`src/rtl/timer_seq_ctrl.sv`:
```
// rtl/timer_seq_ctrl.sv - countdown timer sequencer for a cascade of external BCD down-counters
module timer_seq_ctrl #(
    parameter int DIGITS   = 4,
    parameter int TICK_DIV = 50000000,
    parameter int PRE_W    = 26
) (
    input  logic                  clk,
    input  logic                  reset,
    input  logic                  key_valid,
    input  logic [3:0]            key_val,
    input  logic                  start,
    input  logic                  pause,
    input  logic                  clear,
    input  logic [DIGITS-1:0]     cnt_tc,
    output logic                  cnt_load,
    output logic [4*DIGITS-1:0]   cnt_data,
    output logic [DIGITS-1:0]     cnt_en,
    output logic [1:0]            state,
    output logic                  alarm
);

    typedef enum logic [1:0] {
        ST_IDLE  = 2'b00,
        ST_RUN   = 2'b01,
        ST_PAUSE = 2'b10,
        ST_DONE  = 2'b11
    } state_t;

    localparam logic [PRE_W-1:0] PRESC_LAST = PRE_W'(TICK_DIV - 1);

    state_t              state_q;
    state_t              state_d;
    logic [4*DIGITS-1:0] entry_q;
    logic [4*DIGITS-1:0] entry_d;
    logic [4*DIGITS-1:0] entry_shift;
    logic [PRE_W-1:0]    presc_q;
    logic [PRE_W-1:0]    presc_d;
    logic                all_zero;
    logic                presc_wrap;
    logic                tick;
    logic                key_ok;

    assign all_zero   = &cnt_tc;
    assign presc_wrap = (presc_q == PRESC_LAST);
    assign key_ok     = key_valid && (key_val <= 4'd9);
    // Clear and the all-zero condition both veto the tick in the same cycle.
    assign tick       = (state_q == ST_RUN) && presc_wrap && !all_zero && !clear;

    generate
        if (DIGITS == 1) begin : g_one_digit
            assign entry_shift = key_val;
        end else begin : g_multi_digit
            assign entry_shift = {entry_q[4*DIGITS-5:0], key_val};
        end
    endgenerate

    // Borrow chain: a digit is enabled when every lower digit is sitting at zero.
    always_comb begin
        logic borrow;
        cnt_en = '0;
        borrow = tick;
        for (int i = 0; i < DIGITS; i++) begin
            cnt_en[i] = borrow;
            borrow    = borrow & cnt_tc[i];
        end
    end

    always_ff @(posedge clk or posedge reset) begin
        if (reset) begin
            state_q <= ST_IDLE;
            entry_q <= '0;
            presc_q <= '0;
        end else begin
            state_q <= state_d;
            entry_q <= entry_d;
            presc_q <= presc_d;
        end
    end

    always_comb begin
        state_d = state_q;
        entry_d = entry_q;
        presc_d = presc_q;
        if (clear) begin
            state_d = ST_IDLE;
            entry_d = '0;
            presc_d = '0;
        end else begin
            case (state_q)
                ST_IDLE: begin
                    if (start) begin
                        state_d = ST_RUN;
                        presc_d = '0;
                    end else if (key_ok) begin
                        entry_d = entry_shift;
                    end
                end
                ST_RUN: begin
                    if (all_zero) begin
                        state_d = ST_DONE;
                    end else if (pause && !start) begin
                        state_d = ST_PAUSE;
                    end else begin
                        presc_d = presc_wrap ? '0 : presc_q + PRE_W'(1);
                    end
                end
                ST_PAUSE: begin
                    if (start) begin
                        state_d = ST_RUN;
                    end
                end
                ST_DONE: begin
                    // Entry is kept so a further start replays the same time.
                    if (start) begin
                        state_d = ST_IDLE;
                    end
                end
                default: state_d = ST_IDLE;
            endcase
        end
    end

    assign state    = state_q;
    assign cnt_load = (state_q == ST_IDLE);
    assign cnt_data = entry_q;
    assign alarm    = (state_q == ST_DONE);

endmodule

```
`config.mk`:
```
export PLATFORM = sky130hd
export DESIGN_NAME = timer_seq_ctrl
export DESIGN_NICKNAME = d
export VERILOG_FILES = /design/src/rtl/timer_seq_ctrl.sv
export SDC_FILE = /design/constraint.sdc
export NUM_CORES = 1
export LEC_CHECK = 0
export ABC_AREA = 1
export CELL_PAD_IN_SITES_DETAIL_PLACEMENT = 1
export CELL_PAD_IN_SITES_GLOBAL_PLACEMENT = 2
export CORE_MARGIN = 5
export CORE_UTILIZATION = 33
export CTS_BUF_LIST = sky130_fd_sc_hd__clkbuf_8 sky130_fd_sc_hd__clkbuf_16
export CTS_CLUSTER_DIAMETER = 200
export CTS_CLUSTER_SIZE = 24
export DETAILED_ROUTE_END_ITERATION = 7
export GPL_TIMING_DRIVEN = 0
export HOLD_SLACK_MARGIN = 0.02
export PLACE_DENSITY = 0.82
export SYNTH_ARGS = -nofsm -noshare
export SYNTH_HDL_FRONTEND = slang
export SYNTH_SLANG_ARGS = --single-unit
```
`constraint.sdc`:
```
create_clock -name clk -period 3.7 [get_ports clk]
set_clock_uncertainty 0.15 [all_clocks]
set_input_delay 0.74 -clock clk [delete_from_list [all_inputs] [get_ports clk]]
set_output_delay 0.74 -clock clk [all_outputs]
set_load 0.01 [all_outputs]
```
==> reports/qor.yml, run 1 <==
avgViaCountPerCell: 4.822
hp-class: "register to register"
grt_max_degree: 33
htree_levels: 2
synth_area_leaders: "dfrtp_1, nand2_1, nor2_1"
synth-seq-cells: 44
row_count: 32
place_inst: 502
wl_per_cell_um: 14.77
r2r_start: "presc_q[0]"
ys_warn_count: 0
vias: 2459
status: "completed"
crit_arrival_ns: 2.36
rsz0062_at_grt: "false"
p_per_area_nw_per_um2: 339.0
drc: 0
worstPathRequired_ns: 2.81
cts_buffer_depth: 2
synth.top_cell.area_share_pct: 41.30
yosys.area.top_type: "dfrtp_1"
layout.nets: 422
synth.net_count: 378
syn_avg_cell_area_um2: 7.345
grt_pass1_vias: 2594
fin_tns_setup_ns: 0
antenna_found_initial: 0
cap_violations: 0
fmax_ghz: 0.3075
cts_resized: 0
syn_inst: 363
final_cells: 510
numCtsBuffers: 5
cp-startpoint: "presc_q[15]"
io_buffers: 36
synth-main-ff-cell: "dfrtp_1"
grt-ovfl-total: 0
syn_to_final_growth_pct: 23.42
postCtsHoldBufs: 0
netlist_area_um2: 2666
hpwl_mm: 5.933
drive_above_1_share_pct: 13.48
finalHoldViolations: 0
post_cts_buffers: 0
die_area_um2: 9977
path_max_fanout: 6
ant_nets: 0
core_area_um2: 7807
cts_root_buf: "clkbuf_8"
fill_cells: 1000
reg2reg_to: "presc_q[22]"
ioPinCount: 38
start_util_pct: 34.15
relSlewSlack_pct: 67.33
ys_top_cells_by_count: "nand2_1, nor2_1, dfrtp_1"
cts.sinks: 44
place_congestion: 0.7824
worstSkewPairLatency_ns: 0.30
wl_mm: 7.532
clkTransAtPathRegs_ns: 0.09
timing.critical_path.to: "cnt_en[2]"
finalCriticalPeriod_ns: 3.252
die_w_um: 99.89
worst_pin_slew_ns: 0.4901
first_pass_iters: 4
timing.final.max_slew_violations: 0
synthDistinctLibCells: 33
tritoncts: "done"
drt_iter0_drc: 85
synth_edf_count: 0
yosysMostFrequentCell: "nand2_1"
grt_pass1_wl_mm: 12.74
setup_violations: 0
die_h_um: 99.89
finalPower_mw: 1.116
critPathKind: "register to output port"
vdd_ir_drop_max_uv: 172.1
postSynth.asyncResetShare_pct: 100.0
end_kind: "output port"
rrSetupSlack_ns: 1.75
hold_start: "cnt_data[14]"
grt.total_usage_pct: 16.01
seq_area_frac_synth_pct: 41.30
fin_crit_sh_pct: 87.89
p_leak_nw: 1.438
start_kind: "register"
diodes: 0
r2r_cells: 8
==> cell usage in the layout, fill, tap and decap left out, drive strengths merged <==
cell	synthesis	routed
inv	47	47
nand2	96	96
dfrtp	44	44
nand3	27	27
clkdlybuf4s50	0	36
o22ai	1	1
xnor2	1	1
nand3b	1	1
a21o	2	2
nor3	5	5
o31ai	4	4
bufinv	0	1
buf	7	8
ha	1	1
nand4	18	18
nor2	83	83
a31oi	2	2
o21ai	15	15
clkbuf	1	6
clkinv	0	2
xor2	5	5
a21oi	3	3
==> per-stage QoR <==
stage          instance area [um^2]  setup WS, ns  utilization (%)  hold slack (ns)
2_1_floorplan                  2666         1.300                -           0.3376
3_3_place_gp                   3154        0.5093            40.40           0.3157
3_5_place_dp                   3174        0.4397            40.66           0.3258
4_1_cts                        3291        0.4091            42.15           0.3491
5_1_grt                        3291        0.2498            42.15           0.3700
6_report                       3291        0.4482            42.15           0.3439
==> worst max-delay path, cell delays in order, from the launching register on <==
cell and delay (ns):
dfrtp_1 0.48, nand2_1 0.12, inv_2 0.12, nand2_2 0.10, nor3_2 0.16, nand2_1 0.14
nor2_1 0.17, nand2_1 0.11, nor2_1 0.10, clkdlybuf4s50_1 0.55
==> worst min-delay path by stage <==
stage | endpoint | slack, ns | cells past startpoint
final | cnt_data[14] | 0.34 | 2
after global placement | cnt_data[14] | 0.32 | 2
after floorplan | presc_q[23] | 0.34 | 2
after detailed placement | cnt_data[14] | 0.33 | 2
after global routing | cnt_data[13] | 0.37 | 2
after CTS | cnt_data[14] | 0.35 | 2
==> kinds of logic (layout without fill, tap and decap cells) <==
logic type / count (synthesis) / in the layout / synth area share [%]
xor gates and xnor gates: 6 / 6 / 1.971
DFF: 44 / 44 / 41.30
buffers and inverters: 55 / 100 / 9.432
and+or+nand+nor: 230 / 230 / 40.92
adders and majority gates: 1 / 1 / 0.4692
AOI/OAI and AO/OA: 27 / 27 / 5.912
==> final cells by class <==
cell class,instances,area (um^2),share of cell area (%)
plain buffers,8,70.07,2.129
clock buffers,5,68.82,2.091
clock inverters,3,47.55,1.445
inverters,47,181.4,5.513
multi-input cells,264,1314,39.92
flip-flops and latches,44,1101,33.46
well taps,102,127.6,3.878
repair buffers,37,380.4,11.56
==> state kept, by name, indices dropped and copies added, names as in the netlist <==
register / flops
state: 2
cnt_data: 16
presc_q: 26
==> power breakdown <==
group | internal (mW) | total (mW) | leakage [nW] | switching [mW]
logic | 0.0834 | 0.224 | 0.769 | 0.140
registers | 0.491 | 0.504 | 0.611 | 0.0129
clock network | 0.204 | 0.388 | 0.0583 | 0.185
total | 0.778 | 1.12 | 1.44 | 0.338
==> layer usage <==
metal / vias up / global-route usage, % / routed length (um)
li1: 1238 / - / -
met1: 1191 / 21.39 / 3633
met2: 23 / 26.94 / 3631
met3: 7 / 2.571 / 177
met4: 0 / 4.202 / 89
met5: - / 0 / 0
(Power assumes the default switching activity.)
==> run 2: changes to the inputs <==
CORE_UTILIZATION = 39   (was 33)
DONT_BUFFER_PORTS = 1   (was default)
GPL_ROUTABILITY_DRIVEN = 0   (was default)
PLACE_DENSITY = 0.83   (was 0.82)
==> reports/qor.yml, run 2 (synthesized netlist as in run 1, its figures left out) <==
ant_nets: 0  # unchanged
grt_pass1_wl_mm: 12.25  # -3.8%
dr_wl_met2_mm: 3.371  # -7.2%
start_util_pct: 39.68  # +5.5 points
p_per_area_nw_per_um2: 376.4  # +11%
die_w_um: 92.69  # -7.2%
die_h_um: 92.69  # -7.2%
cts.sinks: 44  # unchanged
htree_levels: 2  # unchanged
status: "completed"
numCtsBuffers: 5  # unchanged
avgViaCountPerCell: 5.246  # +8.8%
syn_to_final_growth_pct: 8.822
vdd_ir_drop_max_uv: 177.0  # +2.9%
regMostFlops: "presc_q"
diodes: 0  # unchanged
crit_arrival_ns: 1.93  # -0.43 ns
grt_pass1_vias: 2388  # -7.9%
relSlewSlack_pct: 66.14  # -1.2 points
worstPathRequired_ns: 2.81  # about the same
post_dp_cell_area_um2: 2786  # -12%
largest_reg_flops: 26  # unchanged
finalPower_mw: 1.092  # -2.1%
wl_mm: 7.401  # -1.7%
worst_pin_slew_ns: 0.5078  # +0.01773 ns
ioPinCount: 38  # unchanged
worstSkewPairLatency_ns: 0.31  # about the same
antenna_found_initial: 0  # unchanged
path_max_fanout: 6  # unchanged
met1_length_mm: 3.719  # +2.4%
r2r_cells: 8  # unchanged
rrSetupSlack_ns: 1.69  # -0.06 ns
hold_slack_ns: 0.1659  # -0.1780 ns
cts_root_buf: "clkbuf_8"
grt.total_usage_pct: 18.20  # +2.2 points
fmax_ghz: 0.3549  # +15%
layout.nets: 386  # -8.5%
row_count: 30  # -6.3%
die_area_um2: 8591  # -14%
timing.final.max_slew_violations: 0  # unchanged
tritoncts: "done"
hpwl_mm: 5.597  # -5.7%
io_buffers: 0  # -100%
highest_layer: "met4"
fill_cells: 859  # -14%
postLayoutCellArea_um2: 2902  # -12%
dp_worst_setup_slack_ns: 1.157  # +0.7176 ns
setup_slack_ns: 0.8822  # +0.4339 ns
layout_common_cells: "nand2_1, nor2_1, dfrtp_1, inv_1, nand3_1"
vias: 2371  # -3.6%
rsz0062_at_grt: "false"
final_cells: 452  # -11%
clkTransAtPathRegs_ns: 0.10  # about the same
fin_crit_sh_pct: 76.16  # -12 points
fin_tns_setup_ns: 0  # unchanged
post_cts_buffers: 0  # unchanged
drt_iter0_drc: 102  # +20%
wl_per_cell_um: 16.37  # +11%
r2r_start: "presc_q[1]"
finalHoldViolations: 0  # unchanged
grt_max_degree: 28  # -15%
finalCriticalPeriod_ns: 2.818  # -0.4339 ns
final_common_cell: "nand2_1"
p_leak_nw: 1.305  # -9.3%
first_pass_iters: 4  # unchanged
postCtsHoldBufs: 0  # unchanged
cts_resized: 0  # unchanged
reg2reg_to: "presc_q[22]"
core_area_um2: 6719  # -14%
drive_above_1_share_pct: 14.78  # +1.3 points
grt-ovfl-total: 0  # unchanged
hp-class: "primary input to asynchronous set/reset pin"
critPathKind: "register to output port"
dr_wl_met3_um: 246  # +39%
end_kind: "output port"
place_inst: 444  # -12%
start_kind: "register"
cts_buffer_depth: 2  # unchanged
drc: 0  # unchanged
cap_violations: 0  # unchanged
setup_violations: 0  # unchanged
postLayoutCoreUtil_pct: 43.18  # +1.0 points
[run 2: cell count changes in the layout (fill, tap and decap cells not counted)]
cell	change
clkdlybuf4s50_1	-36
clkinv_4	-2
clkinvlp_4	+1
inv_6	+1
[run 2: routing by layer]
layer  track usage (%)  up-vias
met5                 0        -
met4             4.396        0
met3             3.331        4
met2             27.79       39
li1                  -     1163
met1             26.60     1165
[run 2: critical path, stage by stage, from the launching register on]
cell     delay (ns)
dfrtp_1        0.49
nand2_1        0.14
inv_2          0.14
nand2_2        0.10
nor3_2         0.16
nand2_1        0.14
nor2_1         0.16
nand2_1        0.11
nor2_1         0.20
[run 2: worst max-delay path by stage]
stage	from	end	depth (start not counted)
floorplan	clear	cnt_en[2]	6
global placement	reset	presc_q[1]	1
detailed placement	clear	cnt_en[2]	6
CTS	presc_q[15]	cnt_en[2]	8
global route	presc_q[15]	cnt_en[3]	8
finish	presc_q[15]	cnt_en[3]	8
[run 2: final cells by class]
| type | instances | area [um^2] | share of cell area (%) |
|---|---|---|---|
| repair buffers | 1 | 20.02 | 0.6900 |
| flip-flops and latches | 44 | 1101 | 37.95 |
| clock inverters | 3 | 46.29 | 1.596 |
| plain buffers | 8 | 70.07 | 2.415 |
| multi-input cells | 264 | 1314 | 45.28 |
| clock buffers | 5 | 68.82 | 2.372 |
| inverters | 47 | 181.4 | 6.253 |
| well taps | 80 | 100.1 | 3.450 |
[run 2: power by group]
group | leakage, nW | switching, mW | internal, mW
registers | 0.611 | 0.0160 | 0.491
logic | 0.639 | 0.135 | 0.0567
clock network | 0.0548 | 0.190 | 0.204
total | 1.30 | 0.341 | 0.751
==> run 3: changes to the inputs <==
CORE_UTILIZATION = 36   (was 39)
PLACE_DENSITY = 0.77   (was 0.83)
clock period = 2.6 ns   (was 3.7 ns; I/O delays follow)
==> reports/qor.yml, run 3 (synthesized netlist as in run 1, its figures left out) <==
io_buffers: 0  # unchanged
clkTransAtPathRegs_ns: 0.10  # about the same
finalPower_mw: 1.558  # +43%
cts_root_buf: "clkbuf_8"
start_kind: "register"
worst_pin_slew_ns: 0.4791  # -0.02872 ns
dp_worst_setup_slack_ns: 0.3368  # -0.8205 ns
rrSetupSlack_ns: 0.64  # -1.05 ns
wl_mm: 7.473  # +0.97%
slowest_delay_ns: 0.43  # -0.06 ns
ant_nets: 0  # unchanged
grt-ovfl-total: 0  # unchanged
drc: 0  # unchanged
layout.nets: 389  # +0.78%
start_util_pct: 36.96  # -2.7 points
drive_above_1_share_pct: 17.60  # +2.8 points
hold-path-cell-count: 2
cts.sinks: 44  # unchanged
ioPinCount: 38  # unchanged
path_max_fanout: 5  # -1
row_count: 31  # +3.3%
grt_max_degree: 29  # +3.6%
vdd_ir_drop_max_uv: 236.4  # +34%
grt_pass1_wl_mm: 12.63  # +3.1%
regMostFlops: "presc_q"
setup_slack_ns: 0.1352  # -0.7469 ns
cp_cell_sequence: "nand2_1 > nor2_1 > inv_1 > nor3_2 > nand2_2 > nor2_4 > nand2_1 > nor2_2"
hold_end: "cnt_data[1]"
relSlewSlack_pct: 68.06  # +1.9 points
final_cells: 474  # +4.9%
timing.final.max_slew_violations: 0  # unchanged
path_delay_family: "simple AND/OR/NAND/NOR gates"
avgViaCountPerCell: 4.956  # -5.5%
diodes: 0  # unchanged
finalCriticalPeriod_ns: 2.465
worstPathRequired_ns: 1.93  # -0.88 ns
first_pass_iters: 4  # unchanged
vias: 2349  # -0.93%
grt_pass1_vias: 2436  # +2.0%
fmax_ghz: 0.4057
crit_path_frequent_cell: "nand2_1"
grt.total_usage_pct: 17.95  # -0.25 points
hp-class: "primary input to register"
p_per_area_nw_per_um2: 523.6  # +39%
end_kind: "output port"
drt_iter0_drc: 55  # -46%
syn_to_final_growth_pct: 11.59
cp_slowest_cell: "dfrtp_1"
r2r_start: "presc_q[0]"
place_inst: 463  # +4.3%
post_dp_cell_area_um2: 2810  # +0.85%
layout_common_cells: "nand2_1, nor2_1, dfrtp_1, inv_1, nand3_1"
die_w_um: 96.06  # +3.6%
numCtsBuffers: 5  # unchanged
fin_crit_sh_pct: 94.80
worstSkewPairLatency_ns: 0.31  # about the same
reg2reg_to: "presc_q[22]"
die_area_um2: 9228  # +7.4%
crit_arrival_ns: 1.79  # -0.14 ns
die_h_um: 96.06  # +3.6%
final_common_cell: "nand2_1"
cap_violations: 0  # unchanged
core_area_um2: 7214  # +7.4%
antenna_found_initial: 0  # unchanged
crit_buf_inv: 1  # unchanged
cts_buffer_depth: 2  # unchanged
postLayoutCellArea_um2: 2975  # +2.5%
hpwl_mm: 5.681  # +1.5%
hold_start: "key_val[1]"
r2r_cells: 8  # unchanged
htree_levels: 2  # unchanged
critPathKind: "register to output port"
largest_reg_flops: 26  # unchanged
setup_violations: 0  # unchanged
fin_tns_setup_ns: 0  # unchanged
wl_per_cell_um: 15.77  # -3.7%
status: "completed"
finalHoldViolations: 0  # unchanged
tritoncts: "done"
p_leak_nw: 1.318  # +0.96%
==> run 3: cell count changes in the layout (fill, tap and decap cells not counted), sizes merged <==
cell         previous run  this run
clkinv                  0         2
inv                    48        47
dlygate4sd3             0         1
clkinvlp                1         0
buf                     8        10
==> run 3: how the worst max path moves through the flow <==
stage                           start    endpoint  depth (start not counted)
after CTS                  presc_q[0]   cnt_en[2]                          9
final                     presc_q[21]   cnt_en[2]                          8
after global routing      presc_q[21]   cnt_en[2]                          8
after floorplan                 clear   cnt_en[2]                          6
after global placement          reset  presc_q[3]                          1
after detailed placement  presc_q[15]   cnt_en[2]                          8
==> run 3: power by group <==
part	switching (mW)	total, mW	internal [mW]
Clock	0.270	0.560	0.290
Combinational	0.194	0.276	0.0823
Sequential	0.0231	0.721	0.698
Total	0.487	1.56	1.07
==> run 3: final cells by class <==
| cell class | count | area (um^2) |
|---|---|---|
| clock inverter | 3 | 47.55 |
| clock buffer | 5 | 68.82 |
| fill | 942 | 4239 |
| sequential | 44 | 1102 |
| tap | 99 | 123.9 |
| multi-input combinational | 264 | 1336 |
| buffer | 8 | 70.07 |
| timing repair buffer | 4 | 45.04 |
| inverter | 47 | 181.4 |
==> run 3: stage by stage <==
stage               util, %  hold slack [ns]
floorplan                 -           0.3376
detailed placement    38.95           0.2795
finish                41.24           0.1934
CTS                   40.83           0.1840
global route          41.24           0.1641
global placement      38.68           0.3739
==> run 3: repair_timing <==
item | CTS | global route
pin swaps | 0 | 1
setup buffers | 1 | 1
endpoints found under the hold margin | 16 | 0
endpoints found under the setup margin | 2 | 4
gates resized for setup | 1 | 9
hold buffers | 1 | 0
==> run 3: metal layers <==
| layer | global-route usage [%] | vias up | share of wire [%] |
|---|---|---|---|
| met1 | 25.77 | 1144 | 50 |
| met2 | 28.06 | 28 | 47 |
| met3 | 3.284 | 9 | 2.4 |
| li1 | - | 1168 | - |
| met4 | 3.910 | 0 | 1.3 |
| met5 | 0 | - | 0 |
==> RTL edit (settings of run 3) <==
Set the parameter `DIGITS` to 8 (it was 4).
--- a/src/rtl/timer_seq_ctrl.sv
+++ b/src/rtl/timer_seq_ctrl.sv
@@ -1,6 +1,6 @@
 // rtl/timer_seq_ctrl.sv - countdown timer sequencer for a cascade of external BCD down-counters
 module timer_seq_ctrl #(
-    parameter int DIGITS   = 4,
+    parameter int DIGITS   = 8,
     parameter int TICK_DIV = 50000000,
     parameter int PRE_W    = 26
 ) (
Interface: changed (resized cnt_data, cnt_en and cnt_tc); port bits go from 38 to 62. The function was not compared with the original's and may differ.
==> RTL edit against run 3 <==
  * The run now ends with setup timing left
  * Design area increased by 30%
  * Area after synthesis rose by 21%
  * Total power increased by 33%
  * Routed wire length increased by 33%
  * Worst hold slack worse by 0.063 ns
  * First-iteration DRC count rose by 130%
  * Worst setup slack worse by 0.17 ns
  * Sequential cell count up 16
  * Largest cell class unchanged
  * Critical endpoint is now cnt_en[4]
  * Sequential power up 41%
  * Count of clock-buffer cells in the layout grew 5
==> RTL edit: results (changes against run 3) <==
- Status: finished with violations
- Failing checks: setup timing
- Largest cells by area after synthesis: dfrtp_1 (47%), nand2_1 (16%), nor2_1 (7.6%)
- Placed cells: 553 (+19%)
- Share of cells above drive strength 1: 19.06% (+1.5 points)
- Area of the multi-input gates: 1526 µm² (+14%)
- Pwr dens: 537.5 nW/µm² (+2.7%)
- Non-clock buffer share: 8.414% (+4.5 points)
- Distinct cells, synth: 30 (-9.1%)
- DPL Wire Length: 6900 µm (+21%)
- Worst relative slew slack: 64.35% (-3.7 points)
- Setup violations, final: 3 (+3)
- Syn Nets: 463 (+22%)
- Yosys reg bits: 60 (+36%)
- CP peak stage delay: 0.37 ns (-0.06 ns)
- #MultiIn Comb: 318 (+20%)
- Post-synth top cells: nand2_1 (135), nor2_1 (65), dfrtp_1 (60)
- Area after DPL: 3378 µm² (+20%)
- Register share of the cell area: 39.00% (+1.9 points)
- Inverter count: 52 (+11%)
- Clock network area share: 4.563% (+0.65 points)
- Hold Path Stages: 1 (-1)
- P_leak: 1.774 nW (+35%)
- First-pass GRT wire length: 16590 µm (+31%)
- Vias in the first global route: 3223 (+32%)
- Num tapcells: 108 (+9.1%)
- Mapped Cells: 444 (+22%)
- Setup ws final: -0.03402 ns (-0.1693 ns)
- CLK BUF: 10 (+5)
- Clk pwr share: 38.0% (+2.0 points)
- Final Core Density: 44.33% (+3.1 points)
- Fillcell total: 1101 (+17%)
- Fin Setup TNS: -0.07725 ns (-0.07725 ns)
- Initial detailed-routing violation count: 127 (+130%)
- H-tree levels: 3 (+1)
- R2r setup slk: 0.08 ns (-0.56 ns)
- All-Layer GR Usage: 18.61% (+0.66 points)
- Plain + repair buffers: 42 (+30)
- Worst Hold End: cnt_data[29]
- DR vias: 3006 (+28%)
- Worst R2R End: presc_q[2]
- Nets: 502 (+29%)
- CP Capture Point: cnt_en[4]
- Reg power frac: 49.1% (+2.8 points)
- Num CTS Buffers: 9 (+4)
RTL edit: cell types whose count changed after synthesis, moves of 3 or more:
cell,change
nand4_1,-11
nand3_1,+3
clkbuf_1,+7
nand2_2,-8
o21ai_0,+28
nor2_2,-8
dfrtp_1,+16
nand2_1,+53
inv_1,+8
RTL edit: what timing repair did:
action / CTS / global route
setup endpoints to repair: 6 / 7
gates resized for setup: 26 / 12
hold endpoints to repair: 21 / 0
buffers inserted: 26 / 2
pin swaps: 10 / 8
hold buffers: 1 / 0
RTL edit: kinds of logic after synthesis:
group	synth area share, %
AND/OR/NAND/NOR	33.97
buffers and inverters	8.463
flip-flops	46.58
AO/OA/AOI/OAI	8.424
XOR/XNOR	2.174
adder cells (fa/ha/maj)	0.3881
RTL edit: routing by layer:
layer  GRT usage [%]  vias to the layer above  wire, µm
met1           24.96                     1458      4669
met3           3.946                       11       471
met5               0                        -         0
met4           5.845                        0       133
li1                -                     1478         -
met2           30.18                       59      4643
